===== src/rtl/rsa_pipe_pkg.sv =====
// Shared definitions for the MEM/WB pipeline slice.
// Contents:
//   DEF_ARQ, DEF_MEMORY_ADDR_SIZE, DEF_TIMEOUT : default datapath width, data-memory address
//                                               width, and the maximum number of mem_ready
//                                               wait cycles
//   wb_state_e                                 : MEM/WB controller state encoding
package rsa_pipe_pkg;

    localparam int unsigned DEF_ARQ              = 16;
    localparam int unsigned DEF_MEMORY_ADDR_SIZE = 13;
    localparam int unsigned DEF_TIMEOUT          = 15;

    typedef enum logic [1:0] {
        IDLE     = 2'd0,
        MEM_WAIT = 2'd1,
        WB       = 2'd2
    } wb_state_e;

endpackage


===== src/rtl/mem_wait_counter.sv =====
// Counts the cycles spent waiting for the data memory and flags the last permitted cycle.
// Ports:
//   clk_i     : clock, rising edge
//   rst_i     : synchronous active-high reset
//   clear_i   : restart the count from zero (a new operation was accepted)
//   enable_i  : one more cycle waited without completion
//   expired_o : combinational; high on the LIMIT-th waiting cycle when that cycle also
//               has no completion
module mem_wait_counter
    import rsa_pipe_pkg::*;
#(
    parameter int unsigned LIMIT = DEF_TIMEOUT,
    parameter int unsigned CNT_W = $clog2(LIMIT + 1)
) (
    input  logic clk_i,
    input  logic rst_i,
    input  logic clear_i,
    input  logic enable_i,
    output logic expired_o
);

    logic [CNT_W-1:0] count_q;

    // count_q holds the number of wait cycles already completed, so the LIMIT-th wait
    // cycle is the one that starts with count_q == LIMIT-1.
    assign expired_o = enable_i && (count_q == CNT_W'(LIMIT - 1));

    always_ff @(posedge clk_i) begin
        if (rst_i || clear_i || expired_o) begin
            count_q <= '0;
        end else if (enable_i) begin
            count_q <= count_q + CNT_W'(1);
        end
    end

endmodule


===== src/rtl/mem_wb_pipe.sv =====
// MEM/WB stage: takes one operation from EXE, runs the data-memory handshake for loads and
// stores, and produces a single-cycle register-file write strobe.
// Optional feature: when the macro WB_FORWARD_EN is defined, fwd_valid/fwd_reg/fwd_data
// mirror the writeback outputs for EXE bypassing.
// Ports:
//   clk, rst                        : clock (rising edge), synchronous active-high reset
//   exe_valid, wb_en, rd_en_mem,
//   wr_en_mem, mux_mem, alu_result,
//   store_data, dest_reg            : operation presented by EXE
//   mem_req, mem_we, mem_addr,
//   mem_wdata                       : data-memory request (held stable until mem_ready)
//   mem_rdata, mem_ready            : data-memory response
//   stall_out                       : EXE must hold its operation
//   wb_result_out, wr_reg_en_out,
//   wb_reg_out                      : register-file write port
//   err_out                         : sticky memory-timeout flag
module mem_wb_pipe
    import rsa_pipe_pkg::*;
#(
    parameter int unsigned ARQ              = DEF_ARQ,
    parameter int unsigned MEMORY_ADDR_SIZE = DEF_MEMORY_ADDR_SIZE,
    parameter int unsigned TIMEOUT          = DEF_TIMEOUT
) (
    input  logic                        clk,
    input  logic                        rst,
    input  logic                        exe_valid,
    input  logic                        wb_en,
    input  logic                        rd_en_mem,
    input  logic                        wr_en_mem,
    input  logic                        mux_mem,
    input  logic [ARQ-1:0]              alu_result,
    input  logic [ARQ-1:0]              store_data,
    input  logic [3:0]                  dest_reg,
    output logic                        mem_req,
    output logic                        mem_we,
    output logic [MEMORY_ADDR_SIZE-1:0] mem_addr,
    output logic [ARQ-1:0]              mem_wdata,
    input  logic [ARQ-1:0]              mem_rdata,
    input  logic                        mem_ready,
    output logic                        stall_out,
    output logic [ARQ-1:0]              wb_result_out,
    output logic                        wr_reg_en_out,
    output logic [3:0]                  wb_reg_out,
    output logic                        err_out
`ifdef WB_FORWARD_EN
    ,
    output logic                        fwd_valid,
    output logic [3:0]                  fwd_reg,
    output logic [ARQ-1:0]              fwd_data
`endif
);

    wb_state_e state_q;

    logic                        mem_req_q;
    logic                        mem_we_q;
    logic [MEMORY_ADDR_SIZE-1:0] mem_addr_q;
    logic [ARQ-1:0]              mem_wdata_q;
    logic [ARQ-1:0]              wb_result_q;
    logic                        wr_reg_en_q;
    logic [3:0]                  wb_reg_q;
    logic                        err_q;

    // Fields of the accepted operation needed once the memory responds.
    logic           op_wb_en_q;
    logic           op_load_q;
    logic           op_mux_q;
    logic [ARQ-1:0] op_alu_q;
    logic [3:0]     op_dest_q;

    logic is_mem;
    logic is_load;
    logic accept;
    logic wait_en;
    logic expired;

    assign is_mem  = rd_en_mem | wr_en_mem;
    // A request with both enables set is a store.
    assign is_load = rd_en_mem & ~wr_en_mem;
    assign accept  = exe_valid && (state_q != MEM_WAIT);
    assign wait_en = (state_q == MEM_WAIT) && !mem_ready;

    // A memory op presented in IDLE/WB is taken, but EXE still stalls until it completes.
    assign stall_out = (state_q == MEM_WAIT) || (exe_valid && is_mem);

    mem_wait_counter #(
        .LIMIT (TIMEOUT)
    ) u_wait_cnt (
        .clk_i     (clk),
        .rst_i     (rst),
        .clear_i   (accept),
        .enable_i  (wait_en),
        .expired_o (expired)
    );

    always_ff @(posedge clk) begin
        if (rst) begin
            state_q     <= IDLE;
            mem_req_q   <= 1'b0;
            mem_we_q    <= 1'b0;
            mem_addr_q  <= '0;
            mem_wdata_q <= '0;
            wb_result_q <= '0;
            wr_reg_en_q <= 1'b0;
            wb_reg_q    <= '0;
            err_q       <= 1'b0;
            op_wb_en_q  <= 1'b0;
            op_load_q   <= 1'b0;
            op_mux_q    <= 1'b0;
            op_alu_q    <= '0;
            op_dest_q   <= '0;
        end else begin
            unique case (state_q)
                IDLE, WB: begin
                    wr_reg_en_q <= 1'b0;
                    if (accept) begin
                        op_wb_en_q <= wb_en;
                        op_load_q  <= is_load;
                        op_mux_q   <= mux_mem;
                        op_alu_q   <= alu_result;
                        op_dest_q  <= dest_reg;
                        if (is_mem) begin
                            state_q     <= MEM_WAIT;
                            mem_req_q   <= 1'b1;
                            mem_we_q    <= wr_en_mem;
                            mem_addr_q  <= alu_result[MEMORY_ADDR_SIZE-1:0];
                            mem_wdata_q <= store_data;
                        end else begin
                            // Register writes to r0 are dropped: it reads as zero.
                            state_q     <= WB;
                            wr_reg_en_q <= wb_en && (dest_reg != 4'd0);
                            wb_result_q <= alu_result;
                            wb_reg_q    <= dest_reg;
                        end
                    end else begin
                        state_q <= IDLE;
                    end
                end
                MEM_WAIT: begin
                    if (mem_ready) begin
                        state_q     <= WB;
                        mem_req_q   <= 1'b0;
                        mem_we_q    <= 1'b0;
                        wr_reg_en_q <= op_wb_en_q && op_load_q && (op_dest_q != 4'd0);
                        wb_result_q <= op_mux_q ? mem_rdata : op_alu_q;
                        wb_reg_q    <= op_dest_q;
                    end else if (expired) begin
                        // Give up on the access; the operation retires without writeback.
                        state_q   <= IDLE;
                        mem_req_q <= 1'b0;
                        mem_we_q  <= 1'b0;
                        err_q     <= 1'b1;
                    end
                end
                default: begin
                    state_q     <= IDLE;
                    mem_req_q   <= 1'b0;
                    mem_we_q    <= 1'b0;
                    wr_reg_en_q <= 1'b0;
                end
            endcase
        end
    end

    assign mem_req       = mem_req_q;
    assign mem_we        = mem_we_q;
    assign mem_addr      = mem_addr_q;
    assign mem_wdata     = mem_wdata_q;
    assign wb_result_out = wb_result_q;
    assign wr_reg_en_out = wr_reg_en_q;
    assign wb_reg_out    = wb_reg_q;
    assign err_out       = err_q;

`ifdef WB_FORWARD_EN
    assign fwd_valid = wr_reg_en_q;
    assign fwd_reg   = wb_reg_q;
    assign fwd_data  = wb_result_q;
`endif

endmodule


===== config.mk =====
export PLATFORM = sky130hd
export DESIGN_NAME = mem_wb_pipe
export DESIGN_NICKNAME = d
export VERILOG_FILES = /design/src/rtl/rsa_pipe_pkg.sv /design/src/rtl/mem_wait_counter.sv /design/src/rtl/mem_wb_pipe.sv
export SDC_FILE = /design/constraint.sdc
export NUM_CORES = 1
export LEC_CHECK = 0
export BUFFER_PORTS_ARGS = -buffer_cell sky130_fd_sc_hd__buf_2
export CAP_MARGIN = 20
export CORE_MARGIN = 4
export CORE_UTILIZATION = 54
export CTS_CLUSTER_DIAMETER = 80
export DETAILED_ROUTE_END_ITERATION = 8
export PLACE_DENSITY = 0.94
export SYNTH_ARGS = -nofsm -noshare
export SYNTH_HDL_FRONTEND = slang
export SYNTH_SLANG_ARGS = --single-unit

===== constraint.sdc =====
create_clock -name clk -period 2.64 [get_ports clk]
set_clock_uncertainty 0.15 [all_clocks]
set_input_delay 0.528 -clock clk [delete_from_list [all_inputs] [get_ports clk]]
set_output_delay 0.528 -clock clk [all_outputs]
set_load 0.05 [all_outputs]

==> results of run 1 <==
[state kept, by name, indices dropped and copies added (netlist names)]
name and cells:
u_wait_cnt.count_q 4, op_alu_q 16, op_wb_en_q 1, mem_addr 13
state_q 2, wb_result_out 16, op_load_q 1, op_dest_q 4
wr_reg_en_out 1, wb_reg_out 4, op_mux_q 1, mem_wdata 16
err_out 1, mem_req 1, mem_we 1
[placed cells by master (no fill, tap or decap), types with 2 or more instances in the layout]
master | Yosys | final
a211oi_1 | 17 | 17
a21o_1 | 2 | 2
a21oi_1 | 56 | 56
a311oi_2 | 4 | 4
and3b_1 | 2 | 2
buf_2 | 9 | 113
buf_4 | 1 | 7
clkbuf_8 | 0 | 12
clkinv_2 | 0 | 2
dfxtp_1 | 82 | 82
ha_1 | 2 | 2
inv_1 | 3 | 3
nand2_1 | 73 | 73
nand2b_2 | 1 | 2
nand3_1 | 33 | 33
nor2_1 | 21 | 20
nor2b_1 | 18 | 17
nor3_1 | 4 | 4
o21ai_0 | 31 | 31
o32ai_1 | 17 | 17
or4_1 | 3 | 3
xnor2_1 | 2 | 2
[power groups by stage]
| stage | combinational (mW) | clock (mW) | sequential [mW] |
|---|---|---|---|
| 2_1_floorplan | 0.240 | 0 | 1.54 |
| 3_3_place_gp | 0.557 | 0 | 1.38 |
| 3_5_place_dp | 0.569 | 0 | 1.38 |
| 4_1_cts | 0.572 | 0.967 | 1.35 |
| 5_1_grt | 0.616 | 1.02 | 1.36 |
| 6_report | 0.572 | 0.945 | 1.35 |
[cells by family after synthesis]
family                     synth area share
muxes                              0.002850
adders and majority gates          0.007124
buffers and inverters               0.05557
AOI/OAI and AO/OA                    0.2341
DFF                                  0.4674
xor gates and xnor gates           0.004988
and+or+nand+nor                      0.2280
[critical path, stage by stage (launching register included)]
cell and delay, ns:
dfxtp_1 0.66, nand2b_2 0.18, nand2_1 0.10, buf_2 0.26
[per-layer routing]
metal  vias to the layer above  global-route usage  part of all wire
li1                       1686                   -                 -
met1                      1638              0.3102              0.41
met2                       149              0.3900              0.48
met3                        29             0.04562             0.076
met4                         0             0.09753             0.030
met5                         -                   0                 0
[area by class of cell]
class | count | area (um2)
multi-input cells | 301 | 1688
clock buffers | 12 | 165.2
repair buffers | 121 | 638.1
inverters | 4 | 15.01
fillers | 525 | 2057
well taps | 77 | 96.34
clock inverters | 4 | 48.80
flip-flops and latches | 82 | 1642
[worst paths after layout]
kind / to / start / slack (ns) / cells past startpoint
setup / recovery: stall_out / state_q[0] / 0.43 / 3
setup reg to reg: wb_result_out[11] / state_q[0] / 0.63 / 4
hold / removal: mem_wdata[7] / store_data[7] / 0.28 / 3
hold reg to reg: op_alu_q[11] / op_alu_q[11] / 0.30 / 2
==> Implementation_results.wiki, run 1 <==
{| class="wikitable"
! Metric !! Value
|-
| Run status || finished clean
|-
| Number of diodes added for antenna fixing || 0
|-
| Number of enable-type register cells in the synthesized netlist || 0
|-
| Clk_lat worst skew || 0.34 ns
|-
| Final Hold Violating Endpoints || 0
|-
| Number of violations reported at the end of detailed-routing iteration 0 || 220
|-
| WP data arrival || roughly 1.5 ns
|-
| I/O pin count || 114
|-
| Total Nets Final || 581
|-
| Buffers on Ports || 113
|-
| Overall die height || 88.65 um
|-
| Drt wl/cell || 15.79 um
|-
| Post-synthesis cell count || between 400 and 500
|-
| Synthesis-to-layout area growth || 22.23%
|-
| Part of the total power dissipated in sequential elements || 0.472
|-
| Fraction of the core area covered by cells at the end of the flow || 0.6761
|-
| Number of global-route vias before repair || 3288
|-
| Switching part of the total power || 0.3061
|-
| Non-filler cells in the finished layout || 601
|-
| Placeable Area || 6350 um2
|-
| Power density over the cells || between 600 and 700 nW/um2
|-
| GR Util All Layers || 0.2391
|-
| Final sum of negative setup slack || 0 ns
|-
| Dpl ws || roughly 0.53 ns
|-
| Combinational share of power || 0.199
|-
| Min Clock Period, post-route || around 2.2 ns
|-
| Global-route wire length before repair || ~15000 um
|-
| Slew HR || 0.5077
|-
| Transition time of the tightest slew-check pin || 0.7383 ns
|-
| H-tree levels || 3
|-
| Clock group share of total power || 0.329
|-
| Commonest register cell after synthesis || dfxtp_1
|-
| Clock slew seen by the registers of the worst setup and hold paths || 0.08 ns
|-
| Switching power || between 800 and 900 uW
|-
| Netlist area before placement || 3512 um2
|-
| TritonCTS clock tree || yes
|-
| Number of vias per cell after detailed routing || 5.827
|-
| Count of synthesis-stage warnings from yosys || 0
|-
| Number of storage elements in the synthesis netlist || 82
|-
| Share of final-layout standard cells stronger than drive strength 1 || 0.2863
|-
| Power Internal || 1.992 mW
|-
| Most instantiated library cell after synthesis || dfxtp_1
|-
| CP endpoint kind || output pin
|-
| Initial cell density of the core || 0.5531
|-
| Worst hold-check path type || primary input to flip-flop
|-
| Number of antenna violations at the first check in global routing || 0
|-
| Horizontal die dimension || 88.65 um
|-
| Biggest area contributors in the synthesized netlist || dfxtp_1, a21oi_1, nand2_1
|-
| Via Count || 3502
|-
| Synth top area share || 0.4674
|-
| Placed Cells || 585
|-
| Post-Route Hold Slack || 0.2818 ns
|-
| Leak Pwr || 1.839 nW
|-
| Routability congestion estimate from global placement || about 0.91
|-
| Setup repair bufs after CTS || 0
|-
| Yosys top cell by area || dfxtp_1
|-
| Crit Path Category || flip-flop to output pin
|-
| Design Area, Final || around 4300 um2
|-
| Placement Rows || 29
|-
| WL final || 9490 um
|-
| Final WS setup || 0.4279 ns
|-
| Hold buffers post-CTS || 0
|-
| Average instance area after synthesis || roughly 8.3 um2
|-
| Cell variety after synth || 38
|-
| Net count after synthesis || 487
|-
| # setup viols final || 0
|-
| Total power || 2.870 mW
|-
| Commonest cells in the netlist || dfxtp_1, nand2_1, a21oi_1
|-
| Placed cell area || 4079 um2
|-
| Maximum fanout along the worst path || 13
|-
| Proportion of register bits with asynchronous set or reset after synthesis || 0
|-
| Number of detailed-route iterations in the first pass || 4
|-
| Resize count post-CTS || 0
|-
| Maximum ir drop on the vdd rail || 0.4505 mV
|-
| Sequential element share of the synthesized area || 0.4674
|-
| Data required time at the worst endpoint || 1.96 ns
|-
| RSZ-0062 raised after global routing || no
|-
| Clock sink total || 82
|-
| Num CTS Buffers || 9
|-
| Pin count of the biggest net entering global routing || 53
|-
| Maximum achievable frequency || 0.4521 GHz
|-
| Setup crit start kind || flip-flop
|-
| Root buffer selected by CTS || clkbuf_8
|-
| Number of max-capacitance violations reported || 0
|-
| Area of the die || 7858 um2
|-
| Final worst path period share || 0.8379
|-
| Congestion Overflow GR || 0
|-
| Antenna violation net count after detailed routing || 0
|-
| Maximum count of clock buffers along a single path || 2
|-
| Total count of max-transition violations in the final report || 0
|-
| Final HPWL DP || 6442 um
|-
| Residual DRC || 0
|}
No activity file was read; power rests on OpenSTA's default activity.
==> run 2: changes to the inputs <==
CORE_UTILIZATION = 50   (was 54)
PLACE_DENSITY = 0.89   (was 0.94)
clock period = 2.2 ns   (was 2.64 ns; I/O delays follow)
==> Implementation_results.wiki, run 2 (same netlist as run 1, synthesis figures left out) <==
{| class="wikitable"
! Metric !! Value
|-
| Maximum ir drop on the vdd rail || around 0.46 mV
|-
| Synthesis-to-layout area growth || 22.94%
|-
| Design Area, Final || 4318 um2
|-
| RSZ-0062 raised after global routing || no
|-
| Maximum achievable frequency || 0.5046 GHz
|-
| Critical Path End || stall_out
|-
| Drt wl/cell || 15.41 um
|-
| Number of antenna violations at the first check in global routing || 0
|-
| WP data arrival || 1.39 ns
|-
| Maximum count of clock buffers along a single path || 2
|-
| Via Count || 3507
|-
| Most frequent cells in the layout || buf_2, dfxtp_1, nand2_1
|-
| Number of violations reported at the end of detailed-routing iteration 0 || 249
|-
| Clock slew seen by the registers of the worst setup and hold paths || 0.07 ns
|-
| Overall die height || 91.81 um
|-
| Maximum fanout along the worst path || 7
|-
| Routability congestion estimate from global placement || 0.8337
|-
| Placement Rows || 30
|-
| TritonCTS clock tree || yes
|-
| Global-route wire length before repair || 15680 um
|-
| Number of detailed-route iterations in the first pass || 5
|-
| Antenna violation net count after detailed routing || 0
|-
| Num CTS Buffers || 9
|-
| Worst reg2reg path startpoint || state_q[1]
|-
| Final sum of negative setup slack || 0 ns
|-
| Highest metal layer with signal wires || met4
|-
| Setup crit start kind || flip-flop
|-
| Buffers on Ports || 113
|-
| Area of the die || approximately 8400 um2
|-
| Worst hold-check path type || primary input to flip-flop
|-
| Total Nets Final || 585
|-
| Residual DRC || 0
|-
| Number of diodes added for antenna fixing || 0
|-
| Placed cell area || 4133 um2
|-
| Number of global-route vias before repair || 3282
|-
| Min Clock Period, post-route || 1.982 ns
|-
| Setup repair bufs after CTS || 0
|-
| Register-to-register setup slack || 0.28 ns
|-
| Crit Path Category || flip-flop to output pin
|-
| Crit Reg-Reg Endpoint || wb_result_out[1]
|-
| Run status || finished clean
|-
| Number of vias per cell after detailed routing || 5.629
|-
| Slew HR || 0.5100
|-
| CP endpoint kind || output pin
|-
| Number of max-capacitance violations reported || 0
|-
| Clock sink total || 82
|-
| Initial cell density of the core || 0.5169
|-
| Horizontal die dimension || 91.81 um
|-
| GR Util All Layers || 0.2276
|-
| Transition time of the tightest slew-check pin || roughly 0.73 ns
|-
| WL final || 9602 um
|-
| Detail Route met2 WL || 4431 um
|-
| Congestion Overflow GR || 0
|-
| Start point of the critical path || state_q[1]
|-
| I/O pin count || 114
|-
| Power density over the cells || roughly 780 nW/um2
|-
| # setup viols final || 0
|-
| Hold buffers post-CTS || 0
|-
| Post-Route Hold Slack || around 0.19 ns
|-
| Data required time at the worst endpoint || between 1.5 and 2 ns
|-
| Leading cell type in the layout, fill and taps excluded || buf_2
|-
| Pin count of the biggest net entering global routing || 54
|-
| Final worst path period share || 0.9007
|-
| Resize count post-CTS || 0
|-
| Final Hold Violating Endpoints || 0
|-
| Total count of max-transition violations in the final report || 0
|-
| Leak Pwr || 1.843 nW
|-
| WL met1 || 4084 um
|-
| Wire length on met3 || 769 um
|-
| Worst Reg2Reg Path Length in Cells || 3
|-
| Final HPWL DP || 6598 um
|-
| Count of fill cells added during filler insertion || 587
|-
| Share of final-layout standard cells stronger than drive strength 1 || 0.2865
|-
| Clk_lat worst skew || approximately 0.34 ns
|-
| Placeable Area || approximately 6800 um2
|-
| H-tree levels || 3
|-
| Root buffer selected by CTS || clkbuf_8
|}
-- run 2: cell types whose count changed in the layout (fill, tap and decap cells not counted), sizes merged --
cell	delta
buf	+4
clkinv	-1
-- run 2: stage by stage --
| stage | cells | setup WS (ns) | utilization | total power, mW |
|---|---|---|---|---|
| after global routing | 623 | 0.1358 | 0.6355 | 3.518 |
| after detailed placement | 608 | 0.2138 | 0.6083 | 2.351 |
| after floorplan | 425 | 0.3817 | - | 2.142 |
| after global placement | 608 | 0.3077 | 0.6083 | 2.333 |
| final | 623 | 0.2184 | 0.6355 | 3.373 |
| after CTS | 623 | 0.2092 | 0.6355 | 3.402 |
-- run 2: worst min path at each step --
stage / endpoint / cells after the start / startpoint / slack [ns]
2_1_floorplan: op_load_q / 2 / op_load_q / 0.28
3_3_place_gp: op_alu_q[11] / 2 / op_alu_q[11] / 0.29
3_5_place_dp: op_alu_q[10] / 2 / op_alu_q[10] / 0.29
4_1_cts: mem_wdata[14] / 3 / store_data[14] / 0.17
5_1_grt: mem_wdata[1] / 3 / store_data[1] / 0.20
6_report: mem_wdata[10] / 3 / store_data[10] / 0.19
-- run 2: final cells by class --
type | instances | area [um2] | area share
Sequential cell | 82 | 1642 | 0.3802
Clock inverter | 3 | 40.04 | 0.009273
Tap cell | 96 | 120.1 | 0.02782
Clock buffer | 12 | 145.1 | 0.03361
Multi-Input combinational cell | 301 | 1688 | 0.3909
Timing Repair Buffer | 125 | 668.1 | 0.1547
Inverter | 4 | 15.01 | 0.003477
-- run 2: per-layer routing --
| metal | up-vias | GRT usage |
|---|---|---|
| li1 | 1689 | - |
| met1 | 1630 | 0.2964 |
| met2 | 163 | 0.3512 |
| met3 | 25 | 0.06071 |
| met4 | 0 | 0.1064 |
| met5 | - | 0 |
-- run 2: critical path, stage by stage, from the launching register on --
cell and delay, ns:
dfxtp_1 0.49, nand2b_2 0.24, nand2_1 0.09, buf_2 0.24
-- run 2: power by group --
group          switching [mW]  total (mW)  leakage (nW)  internal, mW
clock network           0.506        1.05        0.0962         0.547
registers              0.0483        1.62         0.671          1.57
logic                   0.491       0.700          1.08         0.209
total                    1.05        3.37          1.84          2.33
